File: config.mk
export PLATFORM = sky130hd
export DESIGN_NAME = alu_sequencer_flat
export DESIGN_NICKNAME = d
export VERILOG_FILES = /design/src/rtl/alu_pkg.sv /design/src/rtl/alu_sequencer_if.sv /design/src/rtl/seq_timer.sv /design/src/rtl/alu_sequencer.sv /design/src/flat_wrapper.sv
export SDC_FILE = /design/constraint.sdc
export NUM_CORES = 1
export LEC_CHECK = 0
export CELL_PAD_IN_SITES_DETAIL_PLACEMENT = 1
export CELL_PAD_IN_SITES_GLOBAL_PLACEMENT = 2
export CORE_UTILIZATION = 30
export DETAILED_ROUTE_END_ITERATION = 12
export GPL_TIMING_DRIVEN = 0
export PLACE_DENSITY = 0.91
export SLEW_MARGIN = 20
export SYNTH_ARGS = -nofsm -noshare
export SYNTH_HDL_FRONTEND = slang
export SYNTH_SLANG_ARGS = --single-unit
File: constraint.sdc
create_clock -name clk -period 3.54 [get_ports clk]
set_input_delay 1.062 -clock clk [delete_from_list [all_inputs] [get_ports clk]]
set_output_delay 1.062 -clock clk [all_outputs]
set_load 0.01 [all_outputs]
File: src/rtl/alu_pkg.sv
// Shared ALU definitions: opcode encoding, sequencer states and an opcode
// classifier used by both the sequencer and the ALU it drives.
package alu_pkg;

    typedef enum logic [3:0] {
        NOP = 4'd0,
        RD1 = 4'd1,
        RD2 = 4'd2,
        ADD = 4'd3,
        SUB = 4'd4,
        SHR = 4'd5,
        SHL = 4'd6,
        AND = 4'd7,
        OR  = 4'd8,
        NEG = 4'd9,
        MUL = 4'd10,
        DIV = 4'd11
    } op_e;

    typedef enum logic [2:0] {
        IDLE,
        ISSUE,
        OPA,
        OPB,
        WAIT,
        RESP
    } seq_state_e;

    // True only for opcodes that need the ALU; NOP, RD1/RD2 and 12..15 are rejected.
    function automatic logic is_alu_op(op_e op);
        return (op >= ADD) && (op <= DIV);
    endfunction

endpackage

File: src/rtl/alu_sequencer_if.sv
// Command, result and ALU-side signals of the sequencer, bundled.
// master = the surrounding system (command source, ALU, result sink); slave = the sequencer.
interface alu_sequencer_if #(parameter int WIDTH = 32) ();
    import alu_pkg::*;

    logic             cmd_valid;
    logic             cmd_ready;
    op_e              cmd_op;
    logic [WIDTH-1:0] cmd_a;
    logic [WIDTH-1:0] cmd_b;

    op_e              opcode;
    logic [WIDTH-1:0] ibus;
    logic [WIDTH-1:0] obus;
    logic             fin;

    logic             res_valid;
    logic             res_err;
    logic [WIDTH-1:0] res_data;
    logic             res_ready;

    modport master (
        output cmd_valid, cmd_op, cmd_a, cmd_b, obus, fin, res_ready,
        input  cmd_ready, opcode, ibus, res_valid, res_err, res_data
    );

    modport slave (
        input  cmd_valid, cmd_op, cmd_a, cmd_b, obus, fin, res_ready,
        output cmd_ready, opcode, ibus, res_valid, res_err, res_data
    );

endinterface

File: src/rtl/seq_timer.sv
// WAIT-state counter: cleared outside WAIT, counts while enabled, and flags
// the TIMEOUT-th consecutive enabled cycle as expired.
module seq_timer #(
    parameter int TIMEOUT = 63
) (
    input  logic clk,
    input  logic rst_b,
    input  logic clr,
    input  logic en,
    output logic expired
);

    localparam int CW = (TIMEOUT > 1) ? $clog2(TIMEOUT) : 1;

    logic [CW-1:0] count;

    // NOTE: sequential state is written with <= so every flop samples pre-edge values.
    always_ff @(posedge clk or negedge rst_b) begin
        if (!rst_b) begin
            count <= '0;
        end else if (clr) begin
            count <= '0;
        end else if (en) begin
            count <= count + CW'(1);
        end
    end

    assign expired = en && (count == CW'(TIMEOUT - 1));

endmodule

File: src/rtl/alu_sequencer.sv
// Sequences one command at a time into a multi-cycle ALU: opcode, then A, then B,
// then waits for fin (bounded by TIMEOUT) and holds the result until taken.
module alu_sequencer
    import alu_pkg::*;
#(
    parameter int WIDTH   = 32,
    parameter int TIMEOUT = 63
) (
    input  logic            clk,
    input  logic            rst_b,
    alu_sequencer_if.slave  bus
);

    seq_state_e       state, state_nx;
    op_e              op_q;
    logic [WIDTH-1:0] a_q, b_q, res_data_q;
    logic             res_err_q;
    logic             accept, expired;

    assign accept = bus.cmd_valid && (state == IDLE);

    seq_timer #(.TIMEOUT(TIMEOUT)) u_timer (
        .clk     (clk),
        .rst_b   (rst_b),
        .clr     (state != WAIT),
        .en      (state == WAIT),
        .expired (expired)
    );

    // NOTE: every output of this block gets a default first, so no latch is inferred.
    always_comb begin
        state_nx      = state;
        bus.cmd_ready = 1'b0;
        bus.opcode    = NOP;
        bus.ibus      = '0;
        bus.res_valid = 1'b0;
        bus.res_err   = res_err_q;
        bus.res_data  = res_data_q;
        unique case (state)
            IDLE: begin
                bus.cmd_ready = 1'b1;
                if (accept) state_nx = is_alu_op(bus.cmd_op) ? ISSUE : RESP;
            end
            ISSUE: begin
                bus.opcode = op_q;
                state_nx   = OPA;
            end
            OPA: begin
                bus.opcode = op_q;
                bus.ibus   = a_q;
                state_nx   = OPB;
            end
            OPB: begin
                bus.opcode = op_q;
                bus.ibus   = b_q;
                state_nx   = WAIT;
            end
            WAIT: begin
                if (bus.fin || expired) state_nx = RESP;
            end
            RESP: begin
                bus.res_valid = 1'b1;
                if (bus.res_ready) state_nx = IDLE;
            end
            default: state_nx = IDLE;
        endcase
    end

    // Result registers change only on entry to RESP, so they are stable while it is held.
    always_ff @(posedge clk or negedge rst_b) begin
        if (!rst_b) begin
            state      <= IDLE;
            op_q       <= NOP;
            a_q        <= '0;
            b_q        <= '0;
            res_data_q <= '0;
            res_err_q  <= 1'b0;
        end else begin
            state <= state_nx;
            if (accept) begin
                op_q <= bus.cmd_op;
                a_q  <= bus.cmd_a;
                b_q  <= bus.cmd_b;
                if (!is_alu_op(bus.cmd_op)) begin
                    res_data_q <= '0;
                    res_err_q  <= 1'b1;
                end
            end
            if (state == WAIT) begin
                if (bus.fin) begin
                    res_data_q <= bus.obus;
                    res_err_q  <= 1'b0;
                end else if (expired) begin
                    res_data_q <= '0;
                    res_err_q  <= 1'b1;
                end
            end
        end
    end

endmodule
File: src/flat_wrapper.sv
// flat-port wrapper written by rule: the top's interface ports become plain ports
module alu_sequencer_flat import alu_pkg::*;
#(
    parameter int WIDTH   = 32,
    parameter int TIMEOUT = 63
)
  (clk, rst_b, bus_cmd_valid, bus_cmd_op, bus_cmd_a, bus_cmd_b, bus_obus, bus_fin, bus_res_ready, bus_cmd_ready, bus_opcode, bus_ibus, bus_res_valid, bus_res_err, bus_res_data);
  alu_sequencer_if #(.WIDTH(WIDTH)) bus_i ();
  input  logic clk;
  input  logic rst_b;
  input wire logic [$bits(bus_i.cmd_valid)-1:0] bus_cmd_valid;
  input wire logic [$bits(bus_i.cmd_op)-1:0] bus_cmd_op;
  input wire logic [$bits(bus_i.cmd_a)-1:0] bus_cmd_a;
  input wire logic [$bits(bus_i.cmd_b)-1:0] bus_cmd_b;
  input wire logic [$bits(bus_i.obus)-1:0] bus_obus;
  input wire logic [$bits(bus_i.fin)-1:0] bus_fin;
  input wire logic [$bits(bus_i.res_ready)-1:0] bus_res_ready;
  output wire logic [$bits(bus_i.cmd_ready)-1:0] bus_cmd_ready;
  output wire logic [$bits(bus_i.opcode)-1:0] bus_opcode;
  output wire logic [$bits(bus_i.ibus)-1:0] bus_ibus;
  output wire logic [$bits(bus_i.res_valid)-1:0] bus_res_valid;
  output wire logic [$bits(bus_i.res_err)-1:0] bus_res_err;
  output wire logic [$bits(bus_i.res_data)-1:0] bus_res_data;
  assign bus_i.cmd_valid = bus_cmd_valid;
  assign bus_i.cmd_op = bus_cmd_op;
  assign bus_i.cmd_a = bus_cmd_a;
  assign bus_i.cmd_b = bus_cmd_b;
  assign bus_i.obus = bus_obus;
  assign bus_i.fin = bus_fin;
  assign bus_i.res_ready = bus_res_ready;
  assign bus_cmd_ready = bus_i.cmd_ready;
  assign bus_opcode = bus_i.opcode;
  assign bus_ibus = bus_i.ibus;
  assign bus_res_valid = bus_i.res_valid;
  assign bus_res_err = bus_i.res_err;
  assign bus_res_data = bus_i.res_data;
  alu_sequencer #(.WIDTH(WIDTH), .TIMEOUT(TIMEOUT)) u_core (.clk(clk), .rst_b(rst_b), .bus(bus_i));
endmodule
**Word-level counts from Yosys, hierarchy flattened**

Index checks and enable logic that the tools add are counted.

- Reductions and logical operators: 8
- $add $sub $neg: 1
- $lt $le $gt $ge: 2
- Mux-type cells: 21
- Eq/ne operators: 10

Operators with widths:

| operator | number |
|---|---|
| 2-to-1 mux 32 bit | 5 |
| case mux 32 bit (2 select lines) | 1 |
| case mux 3 bit (6 select lines) | 1 |
| 2-to-1 mux 3 bit | 4 |
| 2-to-1 mux 6 bit | 2 |
| 2-to-1 mux 1 bit | 7 |
| adder 6 x 1 -> 6 bit, second input constant | 1 |
| == test 3 x 2 -> 1 bit, second input constant | 2 |
| == test 3 bit, second input constant | 2 |
| == test 6 bit, second input constant | 1 |
| >= comparator 4 x 2 -> 1 bit, second input constant | 1 |
| less-or-equal comparator 4 bit, second input constant | 1 |
| 2-to-1 mux 4 bit | 1 |
| != test 2 x 1 -> 1 bit, second input constant | 2 |
| == test 3 x 1 -> 1 bit, second input constant | 1 |
| logical AND 1 bit | 3 |
| zero test 3 bit | 1 |
| != test 3 bit, second input constant | 1 |
| AND reduction 3 bit | 1 |
| OR reduction 3 bit | 1 |
| != test 2 bit, second input constant | 1 |
| nonzero test 2 bit | 1 |
| logical OR 1 bit | 1 |

- Bits in registers: 110

**Longest topological paths before layout**

- Depth in word-level cells: 7
- Depth in mapped cells: 7
- Mapped depth without buffers: 6

**Hierarchy**

From an unflattened synthesis, not the netlist that was laid out.

- Cells, all modules: 324
- Area, all modules: 4605.7 sq um

Modules (own cells, without submodules):

| module | instances | seq. area each (sq um) | cells an instance | area an instance (sq um) |
|---|---|---|---|---|
| alu_sequencer | 1 | 2602.5 | 294 | 4301.6 |
| seq_timer | 1 | 150.1 | 30 | 304.0 |

**Worst setup path before layout**

No wires, ideal clock.

- Path kind: reg-to-output
- Start: register u_core.state[2]
- End: output bus_ibus[0]
- Required time: 2478 ps
- Data arrival time: 1453 ps
- Stages on the path, launching flop included: 5
- Buffers on the path: 2
- Setup slack: 1025 ps
- Path through: dfrtp_1 -> buf_2 -> nor3b_1 -> clkbuf_1 -> a22o_1

- Longest elaborated chain between the ends: 2
- Elaborated cells between the ends (all ways): 3
- Those cells by class: 2 x eq/ne; 1 x mux

Ends and longest elaborated chain:

| item | line | RTL |
|---|---|---|
| start, declared | alu_sequencer.sv:14 | `seq_state_e state, state_nx;` |
| start signal, assigned | alu_sequencer.sv:79 | `state <= state_nx;` |
| == test 3 x 2 -> 1 bit | alu_sequencer.sv:39 | `unique case (state)` |
| case mux 32 bit (2 select lines) * | alu_sequencer.sv:39 |  |
| end, declared | flat_wrapper.sv:20 | `output wire logic [$bits(bus_i.ibus)-1:0] bus_ibus;` |

Every way passes the cells marked *; elsewhere a longest branch is shown, timed or not.

**Worst setup path in the final report**

- Start: register u_core.state[2]
- End: output bus_ibus[31]

The elaborated chain is that of the path after synthesis.

==> results.py <==
metrics = {
    "timing": {
        "period_share": 0.967,
        "timing.final.crit_period_ns": 3.42,
        "fmaxAchievable_ghz": 0.292,
        "clock_skew_ns": 0.00617,
        "fin_worst_hold_slack_ns": 0.498,
        "worst_slew_margin_rel": 0.647,
        "setup_repair_after_global_routing_missed_its_margin": "no",
        "final.setup.worst_slack_ns": 0.117,
        "setup_viol": 0,
        "report.final.slew_viol_count": 0,
        "tightest_slew_ns": 0.530,
        "timing.final.hold_violations": 0,
    },
    "logic_synthesis": {
        "distinct_cell_type_count_of_the_synthesized_netlist": 31,
        "synth_warnings": 0,
        "synthFlopType": "dfrtp_1",
        "synth_largest_type_area_fraction": 0.603,
        "synthArstFlopShare": 1.00,
        "syn_avg_cell_area_um2": 14.4,
        "seq_area_frac_synth": 0.603,
        "netlist.top_cell.by_area": "dfrtp_1",
        "synth_cells": 318,
        "yosys_register_bits": 110,
        "yosys-top-cells-area": "dfrtp_1 60%, mux2_2 17%, a22o_1 12%",
        "synth_most_common_cell": "dfrtp_1",
        "ys_top_cells_by_count": "110 x dfrtp_1, 68 x mux2_2, 64 x a22o_1, 11 x nor2_1, 10 x clkbuf_1",
        "synth.cell_area_um2": 4560,
        "count_of_flip_flops_with_a_built_in_enable_after_synthesis": 0,
        "synthesis.nets": 425,
    },
    "pwr": {
        "power.leakage_nw": 2.90,
        "vdd_ir_drop_max_mv": 0.335,
        "cellPowerDensity_nw_per_um2": 830,
    },
    "route": {
        "route.detailed.drc": 8,
        "via_count": 3368,
        "drt_iter0_drc": 86,
        "avgRoutedWirePerCell_um": 18.0,
        "vias_per_cell": 4.87,
        "antenna_violating_nets_post_route": 0,
        "drt-pass1-iter-count": 8,
        "drt-total-wl_um": 12400,
    },
    "critical_path": {
        "path_class": "register to primary output",
        "arrival_ns": 2.36,
        "critical_path.startpoint_type": "register",
        "worst-endpoint-required_ns": 2.48,
        "end_kind": "primary output",
        "rr_startpoint": "u_core.state[2]$_DFFE_PN0P_",
        "critical_path.startpoint": "u_core.state[2]$_DFFE_PN0P_",
        "worst-path-max-fanout": 10,
    },
    "cts": {
        "clock_tree.root_cell": "clkbuf_16",
        "cts_hold_buf": 0,
        "clk_pin_slew_ns": 0.07,
        "tritoncts": "built",
        "cts.path.max_buffers": 2,
        "cts_sinks": 110,
        "cts_post_setup_buffers_inserted": 0,
        "cts-htree-levels": 3,
        "number_of_cts_inserted_buffers": 9,
        "worstSkewPairLatency_ns": 0.35,
    },
    "min_path": {
        "worst_hold_startpoint": "u_core.u_timer.count[0]$_DFF_PN0_",
        "hp-class": "register to register",
    },
    "layout": {
        "num_antenna_cells": 0,
        "layout-drive-gt1-share": 0.215,
        "flow.area_growth_from_synthesis_pct": 50.1,
        "nets": 611,
    },
    "floorplanning": {
        "chipWidth_um": 125,
        "coreArea_um2": 14700,
        "dieHeight_um": 125,
        "core.rowCount": 44,
        "num_io_pins": 176,
        "die_area_um2": 15700,
        "start_util": 0.311,
    },
    "run_status": {
        "violations_in_the_final_reports": "DRC",
        "outcome": "complete, but fails checks",
    },
    "placement": {
        "pre_cts_ws_ns": -0.0645,
        "detailed_placement_wirelength_estimate_um": 9340,
        "gp_congestion": 0.735,
        "place.port_buffers": 175,
    },
    "grt": {
        "initial_antenna_violation_count": 0,
        "vias_in_the_first_global_route": 3810,
        "grt_max_degree": 57,
        "grt_first_pass_wirelength_um": 20200,
        "globalRoute.totalOverflow": 0,
        "grt_use_total": 0.166,
    },
    "flow_run": {
        "max-cap-violations": 0,
    },
}
worst paths after layout:
path | cells after the start | end | slack [ns]
max | 5 | bus_ibus[31] | 0.12
min | 1 | u_core.u_timer.count[0]$_DFF_PN0_ | 0.50
max reg2reg | 5 | u_core.b_q[15]$_DFFE_PN0N_ | 1.57
min reg2reg | 1 | u_core.u_timer.count[0]$_DFF_PN0_ | 0.50
max in group asynchronous | 2 | u_core.bus.res_data[6]$_DFF_PN0_ | 2.22
min in group asynchronous | 1 | u_core.a_q[31]$_DFFE_PN0N_ | 0.66
cell families after synthesis:
family                     Yosys count  synth area share
DFF                                110             0.603
AOI/OAI and AO/OA                   72             0.135
muxes                               68             0.168
and+or+nand+nor                     35            0.0491
buffers and inverters               27            0.0318
xor gates and xnor gates             4           0.00768
adders and majority gates            2           0.00548
layer usage:
layer  routed length (um)  global-route usage
met1                 5450               0.206
met2                 6060               0.276
met3                  654              0.0385
met4                  267              0.0703
met5                    0                   0
registers in the layout, indices dropped and copies added, names as in the netlist:
name	cells
u_core.a_q	32
u_core.b_q	32
u_core.bus.res_data	32
u_core.bus.res_err	1
u_core.op_q	4
u_core.state	3
u_core.u_timer.count	6
what timing repair did:
item / in CTS / in global routing
setup endpoints to repair: 30 / 30
gates resized for setup: 8 / 5
hold endpoints to repair: 0 / 0
placed cells by master, fill, tap and decap left out, types with 3 or more instances in the layout:
cell type	count
clkdlybuf4s50_1	174
dfrtp_1	110
mux2_2	68
a22o_1	64
nor2_1	11
buf_2	10
clkbuf_16	9
clkbuf_1	5
nand2_1	4
buf_6	4
and2_1	4
nand3_1	3
buf_4	3
where the power goes:
part	leakage [nW]	internal (W)	total, W	switching (W)
Clock	0.121	0.000472	0.000911	0.000439
Combinational	1.43	0.00154	0.00256	0.00101
Sequential	1.35	0.00188	0.00222	0.000341
Total	2.90	0.00389	0.00569	0.00179
through the flow:
| stage | instances | power (W) | utilization | TNS [ns] | instance area [um2] |
|---|---|---|---|---|---|
| after floorplan | 318 | 0.00353 | - | 0 | 4560 |
| after global placement | 677 | 0.00470 | 0.445 | -295.57 | 6550 |
| after detailed placement | 678 | 0.00481 | 0.447 | -0.358 | 6580 |
| after CTS | 693 | 0.00577 | 0.466 | -0.00842 | 6850 |
| after global routing | 692 | 0.00604 | 0.466 | 0 | 6850 |
| final | 692 | 0.00569 | 0.466 | 0 | 6850 |
layout make-up:
class                           count  area, um2
Buffer                             24        146
Clock buffer                       11        233
Clock inverter                      4       25.0
Fill cell                        1508       7850
Inverter                            2       7.51
Multi-Input combinational cell    181       1680
Sequential cell                   110       2750
Tap cell                          184        230
Timing Repair Buffer              176       1780
worst max-delay path, cell delays in order (launching register included):
cell and delay [ns]:
dfrtp_1 0.39, buf_2 0.20, nor3b_4 0.32, clkbuf_2 0.34, a22o_1 0.21, clkdlybuf4s50_1 0.55
Power figures use the tool's default switching activity.
